### src/rtl/sisc_pkg.sv
// Shared SISC definitions: opcodes, instruction field positions, fetch FSM states.
package sisc_pkg;

  typedef enum logic [3:0] {
    NOOP   = 4'd0,
    LOD    = 4'd1,
    STR    = 4'd2,
    SWP    = 4'd3,
    BRA    = 4'd4,
    BRR    = 4'd5,
    BNE    = 4'd6,
    BNR    = 4'd7,
    ALU_OP = 4'd8,
    HLT    = 4'd15
  } opcode_e;

  localparam int unsigned FIELD_W = 4;
  localparam int unsigned IMM_W   = 16;
  localparam int unsigned STAT_W  = 4;

  // LSB positions of the fields within a 32-bit instruction word
  localparam int unsigned OPC_LSB = 28;
  localparam int unsigned MM_LSB  = 24;
  localparam int unsigned RD_LSB  = 20;
  localparam int unsigned RS_LSB  = 16;
  localparam int unsigned RT_LSB  = 12;
  localparam int unsigned IMM_LSB = 0;

  typedef enum logic {
    IDLE = 1'b0,
    REQ  = 1'b1
  } fetch_state_e;

endpackage

### src/rtl/fetch_unit_if.sv
// Instruction-memory read handshake between the fetch unit (master) and memory (slave).
interface fetch_unit_if #(
  parameter int unsigned ADDR_W  = 16,
  parameter int unsigned INSTR_W = 32
);
  logic               imem_req;
  logic [ADDR_W-1:0]  imem_addr;
  logic               imem_ack;
  logic [INSTR_W-1:0] imem_rdata;

  modport master (output imem_req, imem_addr, input imem_ack, imem_rdata);
  modport slave  (input imem_req, imem_addr, output imem_ack, imem_rdata);
endinterface

### src/rtl/fetch_unit_br_cond.sv
// Branch condition evaluation from opcode, mask field and status; shared with ctrl.
module br_cond
  import sisc_pkg::*;
(
  input  logic [FIELD_W-1:0] opcode,
  input  logic [FIELD_W-1:0] mm,
  input  logic [STAT_W-1:0]  stat,
  output logic               br_taken
);

  always_comb begin
    br_taken = 1'b0;
    case (opcode)
      BRA, BRR: br_taken = (mm == '0) || ((mm & stat) != '0);
      BNE, BNR: br_taken = ((mm & stat) == '0);
      default:  br_taken = 1'b0;
    endcase
  end

endmodule

### src/rtl/fetch_unit.sv
// SISC fetch/branch front end: PC, IR, status register and imem read handshake.
// Define FETCH_TIMEOUT_EN to abort fetches that wait TIMEOUT cycles for imem_ack.
module fetch_unit
  import sisc_pkg::*;
#(
  parameter int unsigned ADDR_W  = 16,
  parameter int unsigned INSTR_W = 32,
  parameter int unsigned RST_VEC = 0
`ifdef FETCH_TIMEOUT_EN
  ,
  parameter int unsigned TIMEOUT = 15
`endif
) (
  input  logic               clk,
  input  logic               rst_f,
  input  logic               pc_rst,
  input  logic               pc_write,
  input  logic               pc_sel,
  input  logic               br_sel,
  input  logic               ir_load,
  input  logic [STAT_W-1:0]  stat_in,
  input  logic               stat_en,
  fetch_unit_if.master       mem,
  output logic [FIELD_W-1:0] opcode,
  output logic [FIELD_W-1:0] mm,
  output logic [FIELD_W-1:0] rd,
  output logic [FIELD_W-1:0] rs,
  output logic [FIELD_W-1:0] rt,
  output logic [IMM_W-1:0]   imm,
  output logic [STAT_W-1:0]  stat,
  output logic [ADDR_W-1:0]  pc,
  output logic               br_taken,
  output logic               fetch_busy,
  output logic               fetch_err
);

  fetch_state_e       state;
  logic [INSTR_W-1:0] ir;
  logic [ADDR_W-1:0]  imm_ext;
  logic [ADDR_W-1:0]  target;

  // Field decode straight off the instruction register
  assign opcode     = ir[OPC_LSB +: FIELD_W];
  assign mm         = ir[MM_LSB  +: FIELD_W];
  assign rd         = ir[RD_LSB  +: FIELD_W];
  assign rs         = ir[RS_LSB  +: FIELD_W];
  assign rt         = ir[RT_LSB  +: FIELD_W];
  assign imm        = ir[IMM_LSB +: IMM_W];
  assign fetch_busy = (state == REQ);

  assign imm_ext = ADDR_W'(imm);
  assign target  = br_sel ? imm_ext : pc + imm_ext;

  br_cond u_br_cond (
    .opcode   (opcode),
    .mm       (mm),
    .stat     (stat),
    .br_taken (br_taken)
  );

  // PC and status register; pc_rst wins over pc_write
  always_ff @(posedge clk or negedge rst_f) begin
    if (!rst_f) begin
      pc   <= ADDR_W'(RST_VEC);
      stat <= '0;
    end else begin
      if (pc_rst)        pc <= ADDR_W'(RST_VEC);
      else if (pc_write) pc <= pc_sel ? target : pc + ADDR_W'(1);
      if (stat_en)       stat <= stat_in;
    end
  end

`ifdef FETCH_TIMEOUT_EN
  localparam int unsigned CNT_W = $clog2(TIMEOUT + 1);
  logic [CNT_W-1:0] wait_cnt;
`else
  assign fetch_err = 1'b0;
`endif

  // Fetch FSM; the request address is latched on entry so later PC writes cannot disturb it
  always_ff @(posedge clk or negedge rst_f) begin
    if (!rst_f) begin
      state         <= IDLE;
      ir            <= '0;
      mem.imem_req  <= 1'b0;
      mem.imem_addr <= '0;
`ifdef FETCH_TIMEOUT_EN
      wait_cnt      <= '0;
      fetch_err     <= 1'b0;
`endif
    end else begin
      case (state)
        IDLE: begin
          if (ir_load) begin
            state         <= REQ;
            mem.imem_req  <= 1'b1;
            mem.imem_addr <= pc;
`ifdef FETCH_TIMEOUT_EN
            wait_cnt      <= '0;
`endif
          end
        end
        REQ: begin
          if (mem.imem_ack) begin
            ir           <= mem.imem_rdata;
            mem.imem_req <= 1'b0;
            state        <= IDLE;
          end
`ifdef FETCH_TIMEOUT_EN
          else if (wait_cnt == CNT_W'(TIMEOUT - 1)) begin
            ir           <= '0;
            mem.imem_req <= 1'b0;
            state        <= IDLE;
            fetch_err    <= 1'b1;
          end else begin
            wait_cnt <= wait_cnt + CNT_W'(1);
          end
`endif
        end
        default: state <= IDLE;
      endcase
    end
  end

endmodule

### src/flat_wrapper.sv
// flat-port wrapper written by rule: the top's interface ports become plain ports
module fetch_unit_flat import sisc_pkg::*;
#(
  parameter int unsigned ADDR_W  = 16,
  parameter int unsigned INSTR_W = 32,
  parameter int unsigned RST_VEC = 0

)
  (clk, rst_f, pc_rst, pc_write, pc_sel, br_sel, ir_load, stat_in, stat_en, opcode, mm, rd, rs, rt, imm, stat, pc, br_taken, fetch_busy, fetch_err, mem_imem_req, mem_imem_addr, mem_imem_ack, mem_imem_rdata);
  fetch_unit_if #(.ADDR_W(ADDR_W), .INSTR_W(INSTR_W)) mem_i ();
  input  logic clk;
  input  logic rst_f;
  input  logic pc_rst;
  input  logic pc_write;
  input  logic pc_sel;
  input  logic br_sel;
  input  logic ir_load;
  input  logic [STAT_W-1:0] stat_in;
  input  logic stat_en;
  output logic [FIELD_W-1:0] opcode;
  output logic [FIELD_W-1:0] mm;
  output logic [FIELD_W-1:0] rd;
  output logic [FIELD_W-1:0] rs;
  output logic [FIELD_W-1:0] rt;
  output logic [IMM_W-1:0] imm;
  output logic [STAT_W-1:0] stat;
  output logic [ADDR_W-1:0] pc;
  output logic br_taken;
  output logic fetch_busy;
  output logic fetch_err;
  output wire logic [$bits(mem_i.imem_req)-1:0] mem_imem_req;
  output wire logic [$bits(mem_i.imem_addr)-1:0] mem_imem_addr;
  input wire logic [$bits(mem_i.imem_ack)-1:0] mem_imem_ack;
  input wire logic [$bits(mem_i.imem_rdata)-1:0] mem_imem_rdata;
  assign mem_imem_req = mem_i.imem_req;
  assign mem_imem_addr = mem_i.imem_addr;
  assign mem_i.imem_ack = mem_imem_ack;
  assign mem_i.imem_rdata = mem_imem_rdata;
  fetch_unit #(.ADDR_W(ADDR_W), .INSTR_W(INSTR_W), .RST_VEC(RST_VEC)) u_core (.clk(clk), .rst_f(rst_f), .pc_rst(pc_rst), .pc_write(pc_write), .pc_sel(pc_sel), .br_sel(br_sel), .ir_load(ir_load), .stat_in(stat_in), .stat_en(stat_en), .mem(mem_i), .opcode(opcode), .mm(mm), .rd(rd), .rs(rs), .rt(rt), .imm(imm), .stat(stat), .pc(pc), .br_taken(br_taken), .fetch_busy(fetch_busy), .fetch_err(fetch_err));
endmodule
### config.mk
export PLATFORM = sky130hd
export DESIGN_NAME = fetch_unit_flat
export DESIGN_NICKNAME = d
export VERILOG_FILES = /design/src/rtl/sisc_pkg.sv /design/src/rtl/fetch_unit_if.sv /design/src/rtl/fetch_unit_br_cond.sv /design/src/rtl/fetch_unit.sv /design/src/flat_wrapper.sv
export SDC_FILE = /design/constraint.sdc
export NUM_CORES = 1
export LEC_CHECK = 0
export CORE_ASPECT_RATIO = 0.5
export CORE_UTILIZATION = 50
export CTS_CLUSTER_SIZE = 16
export DETAILED_ROUTE_END_ITERATION = 16
export DONT_BUFFER_PORTS = 1
export GPL_ROUTABILITY_DRIVEN = 0
export PLACE_DENSITY = 0.73
export SLEW_MARGIN = 20
export SYNTH_ARGS = -nofsm -noshare
export SYNTH_HDL_FRONTEND = slang
export SYNTH_SLANG_ARGS = --single-unit
export TNS_END_PERCENT = 10
### constraint.sdc
create_clock -name clk -period 2.95 [get_ports clk]
set_input_delay 0 -clock clk [delete_from_list [all_inputs] [get_ports clk]]
set_output_delay 0 -clock clk [all_outputs]
set_load 0.02 [all_outputs]
==> Word-level counts from Yosys, hierarchy flattened <==
Index checks and enable logic that the tools add are counted.
{ "totals": {"regBits": 70, "inputBits": 45, "output_inout_bits": 76} }
{ "classes": {"n_addsub": 2, "n_eq_ne": 6, "mux": 11, "bitwise_logic": 2, "reduce_logical": 10} }
{ "ops": {"columns": ["operator", "n"], "rows": [
  ["two-way mux 16 bit", 4],
  ["adder 16 x 1 -> 16 bit (second input constant)", 1],
  ["adder 16 bit", 1],
  ["== test 4 x 3 -> 1 bit (second input constant)", 4],
  ["logical NOT 4 bit", 2],
  ["case mux 1 bit (2 select lines)", 3],
  ["AND reduction 2 bit", 3],
  ["AND 4 bit", 1],
  ["two-way mux 1 bit", 4],
  ["inequality test 2 bit (second input constant)", 2],
  ["nonzero test 4 bit", 1],
  ["OR reduction 2 bit", 2],
  ["nonzero test 2 bit", 1],
  ["logical OR 1 bit", 1],
  ["inverter 1 bit", 1]
]} }

==> Depth between registers and ports, before layout <==
{ "logic_depth": {"ltp_word": 5, "mapped_depth": 10, "ltp_nobuf": 10} }

==> Hierarchy <==
Synthesis repeated with hierarchy kept, for this count alone.
{ "hier_totals": {"cells_unflattened": 374, "area_unflattened_um2": 4002.6} }
{ "modules_own_cells": {"columns": ["mod", "n_inst", "cells_each", "area_per_inst_um2", "seq_area_each_um2"], "rows": [
  ["fetch_unit", 1, 368, 3955.0, 1751.7],
  ["br_cond", 1, 6, 47.5, 0.0]
]} }

==> Least setup slack after synthesis <==
Ideal clock, no wire load.
{ "synth_timing": {"kind": "register -> register", "startpoint": "reg u_core.pc[8]", "endpoint": "reg u_core.pc[13]", "setup_ps": 111, "t_arrival_ps": 2233, "required_ps": 2839, "slack_ps": 606, "path_stages_with_launch": 10, "n_path_buf": 1, "period_less_slack_ps": 2344, "path_cell_list": "dfrtp_1 -> ha_1 -> buf_2 -> nand2_1 -> nor2_1 -> a211oi_1 -> o31ai_4 -> a211oi_2 -> xor2_1 -> a2111oi_2"} }
{ "synth_via": {"elab_chain_len": 5, "word_cells_on_any_way": 6, "cone_classes": "add/sub: 2; mux: 4"} }
{ "synth_rtl": {"columns": ["element", "line", "text"], "rows": [
  ["start, declared", "fetch_unit.sv:31", "output logic [ADDR_W-1:0] pc,"],
  ["start signal, assigned", "fetch_unit.sv:64", "pc <= ADDR_W'(RST_VEC);"],
  ["start signal, assigned", "fetch_unit.sv:67", "if (pc_rst) pc <= ADDR_W'(RST_VEC);"],
  ["start signal, assigned", "fetch_unit.sv:68", "else if (pc_write) pc <= pc_sel ? target : pc + ADDR_W'(1);"],
  ["adder 16 bit", "fetch_unit.sv:52", "assign target = br_sel ? imm_ext : pc + imm_ext;"],
  ["two-way mux 16 bit", "fetch_unit.sv:52", null],
  ["two-way mux 16 bit (*) (2 in a row)", "fetch_unit.sv:68", null],
  ["two-way mux 16 bit (*)", "fetch_unit.sv:67", null]
]} }
Every way passes the cells marked *; elsewhere a longest branch is shown, timed or not. The select of a mux whose other input is x is not followed.
A chain may end at the register's enable or synchronous reset.

==> Worst setup path in the final report <==
{ "layout_timing": {"startpoint": "reg u_core.ir[0]", "endpoint": "reg u_core.pc[6]"} }
{ "layout_via": {"elab_chain_len": 5} }
{ "layout_rtl": {"columns": ["element", "line", "text"], "rows": [
  ["start, declared", "fetch_unit.sv:38", "logic [INSTR_W-1:0] ir;"],
  ["start signal, assigned", "fetch_unit.sv:105", "ir <= mem.imem_rdata;"],
  ["adder 16 bit", "fetch_unit.sv:52", null],
  ["two-way mux 16 bit", "fetch_unit.sv:52", null],
  ["two-way mux 16 bit (2 in a row)", "fetch_unit.sv:68", null],
  ["two-way mux 16 bit", "fetch_unit.sv:67", null]
]} }
No other way between the ends. The select of a mux whose other input is x is not followed.

==> results.txt <==
The flow ran to the end, and the final reports show no timing, DRC or antenna violations. The final net count is just under 500. In the routed design, unresolved DRC markers number 0. The most used flip-flop cell after synthesis is dfrtp_1. The number of max-slew violations in the final report is 0. The reg2reg setup slack is around 0.12 ns. The final critical-path setup slack came out at roughly 0.12 ns. Yosys attributes the largest share of cell area to dfrtp_1, mux2_2, ha_1.

The share of synthesized area in the top cell type comes to 43.6%. The total clock buffers created by CTS is 9. The leakage power of the design is approximately 2.1 nW.

The remaining max-slew budget at the tightest pin came out at between 30% and 40%. The post-route antenna net violation count is 0. The mean routed wirelength per cell is slightly above 20 µm.

The total grt overflow came out at 0. The I/O pin total came out at ~120. The number of antenna violations at the first check in global routing came to 0. The die area came out at about 0.0084 mm². The area of the core came out at 0.00754 mm². Timing would allow up to between 300 and 400 MHz.

Setup repair after global routing left no endpoint under its margin. The final number of hold-violating endpoints is 0. The number of flip-flops and latches in the synthesized netlist is 70. Data on the critical path is required at its endpoint by approximately 3.2 ns.

The area overhead of the layout relative to synthesis came out at 22.8%. The power per standard cell area is 692 mW/mm². TritonCTS built the clock tree.

The max-cap violation count came out at 0. The met1 wire length came out at approximately 4.5 mm. The post-DP HPWL is about 7 mm. The proportion of layout cells with a drive suffix above 1 is slightly below 20%. The number of synthesized flops with an enable pin is 0. The horizontal die dimension is ~130 µm.

The number of search-and-repair iterations in the first detailed-routing pass came out at 4. Of the available clock period, the critical path in the final layout requires 95.8%. The total number of vias came out at around 3.4k.

By startpoint and endpoint, the worst setup path is classified as reg -> reg. After clock tree synthesis, the clock-pin slew on the worst setup and hold paths is around 0.06 ns. The die is roughly 65 µm tall. In the global route stage, overall resource usage came out at between 20% and 30%. In this run the worst path has a maximum fanout of 4. The number of DRC markers in iteration 0 came out at ~250. The netlist area before placement came out at ~0.004 mm².

The commonest cells after synthesis are dfrtp_1, mux2_2, nand2_1, o21ai_0, a21oi_1. The endpoint identified for the worst register-to-register timing path is u_core.pc[6]. The final layout contains routed wiring with a total length of between 10 and 15 mm. The slew at the pin with the worst max-slew slack is 1.01 ns.

Measured in cells, the most critical reg-to-reg path has a length of 10. During placement, the flow inserted port buffers numbering 0. The largest clock skew in the final design is roughly 0.0079 ns.

The startpoint identified for the worst hold timing path is br_sel. The post-synthesis cell type count came out at 59. The number of warnings issued by yosys came out at 0. The path category of the worst min-delay check is in -> reg. In the synthesized netlist, the number of instances is between 300 and 400.

The most frequent cell after synthesis is dfrtp_1. The pre-CTS worst setup slack came out at approximately 0.43 ns. The total nets after synthesis is around 450. The via count of the first global-routing pass is about 3.3k. The total negative slack for setup checks came out at 0 ns. The reg-to-reg critical path startpoint is u_core.ir[0]. STA classifies the critical path endpoint as a flip-flop. The number of setup violations in the final report is 0.

In the routed layout, each cell is associated on average with a via count of 6.22. The async set-or-reset flop fraction in the synthesized netlist is between 90% and 100%. Clock tree synthesis selected as its root buffer the cell clkbuf_16. dfrtp_1 takes more of the synthesized area than any other cell. After detailed routing, the met3 layer carries 995 µm of wire. The largest net degree at the start of global routing is slightly above 70. The starting density of the core is a little over half. The post-layout utilization of the core came out at about two thirds. The worst-case hold path end point is u_core.pc[1]. The maximum clock path buffer count is 2.

STA classifies the critical path startpoint as a flip-flop. Signal routing reaches up to met4. For this design, the sink count on the clock tree is 70.

At the later pin of the worst-skew pair, clock insertion delay measures 0.34 ns. STA puts the critical path data arrival time at 3.05 ns. The worst path needs around 2.8 ns of the cycle, external delays included.

The met2 wire length came out at around 5.2 mm. The maximum ir drop on the vdd rail came out at approximately 500 µV. The wire length of the first global-routing pass is around 17 mm. The total inserted antenna cells came out at 0.

The H-tree was split into 3 levels. The initialized floorplan defines 22 standard-cell rows. The number of cells traversed by the worst hold path came out at 3. The per-instance average area after synthesis is roughly 10 µm². The share of the yosys chip area belonging to registers came out at roughly 44%.
metrics by stage:
step	total power, mW	instance area, µm²	cells	hold slack, ns
after floorplan	2.13	4010	384	-0.296
after global placement	2.24	4090	474	-0.294
after detailed placement	2.28	4090	474	-0.295
after CTS	3.40	4920	543	0.000811
after global routing	3.58	4930	543	0.0123
final	3.41	4930	543	0.0130
where the power goes:
part / switching, mW / total [mW] / internal [mW] / leakage [nW]
Clock: 0.427 / 1.02 / 0.596 / 0.135
Sequential: 0.421 / 1.55 / 1.13 / 0.869
Combinational: 0.422 / 0.835 / 0.413 / 1.13
Total: 1.27 / 3.41 / 2.14 / 2.13
kinds of logic after synthesis:
logic type | count (synthesis) | synth area share (%)
AOI/OAI and AO/OA | 97 | 15.9
xor gates and xnor gates | 14 | 3.05
adders and majority gates | 17 | 5.49
buffers and inverters | 34 | 3.74
DFF | 70 | 43.6
muxes | 57 | 15.8
other | 1 | 0.0934
and+or+nand+nor | 94 | 12.3
sequential cells by signal, indices dropped and copies added, names as in the netlist:
| signal | count |
|---|---|
| u_core.fetch_busy | 1 |
| u_core.mem.imem_addr | 16 |
| u_core.stat | 4 |
| u_core.mem.imem_req | 1 |
| u_core.pc | 16 |
| u_core.ir | 32 |
how the worst max path moves through the flow:
stage | start | end | depth (start not counted)
CTS | u_core.ir[0] | u_core.pc[6] | 10
global placement | u_core.pc[8] | u_core.pc[13] | 8
floorplan | u_core.pc[8] | u_core.pc[13] | 9
finish | u_core.ir[0] | u_core.pc[6] | 10
global route | u_core.ir[0] | u_core.pc[6] | 10
detailed placement | u_core.pc[8] | u_core.pc[13] | 8
per-layer routing:
metal	vias up	track usage, %
met1	1673	34.5
met4	0	12.9
met3	25	9.61
li1	1492	-
met2	186	43.4
met5	-	0
layout by cell type (no fill, tap or decap), types with 9 or more instances in the layout:
master,instances
dfrtp_1,67
inv_1,9
nor2_1,19
ha_1,16
o21ai_0,23
nand3_1,9
nand2_1,24
mux2_2,50
xor2_1,9
dlygate4sd3_1,52
a21oi_1,21
clkbuf_16,9
final cells by class:
cell class | count | area, µm²
Inverter | 9 | 33.8
Clock inverter | 6 | 46.3
Tap cell | 108 | 135
Fill cell | 567 | 2610
Multi-Input combinational cell | 280 | 2120
Timing Repair Buffer | 60 | 601
Sequential cell | 70 | 1760
Clock buffer | 10 | 239
worst max-delay path: stages (launching register included):
cell and delay (ns):
dfrtp_2 0.45, ha_1 0.20, inv_1 0.06, fa_1 0.40
nor2b_1 0.18, o21bai_1 0.12, a31oi_2 0.29, nor3_1 0.09
o21ai_0 0.21, a21oi_1 0.09, dlygate4sd3_1 0.60
timing repair:
action	in CTS	in global routing
gates resized for setup	0	4
endpoints found under the hold margin	123	0
hold buffers	53	0
setup buffers	0	0
endpoints found under the setup margin	0	1
Note: power is estimated with default switching activity, not from simulation.
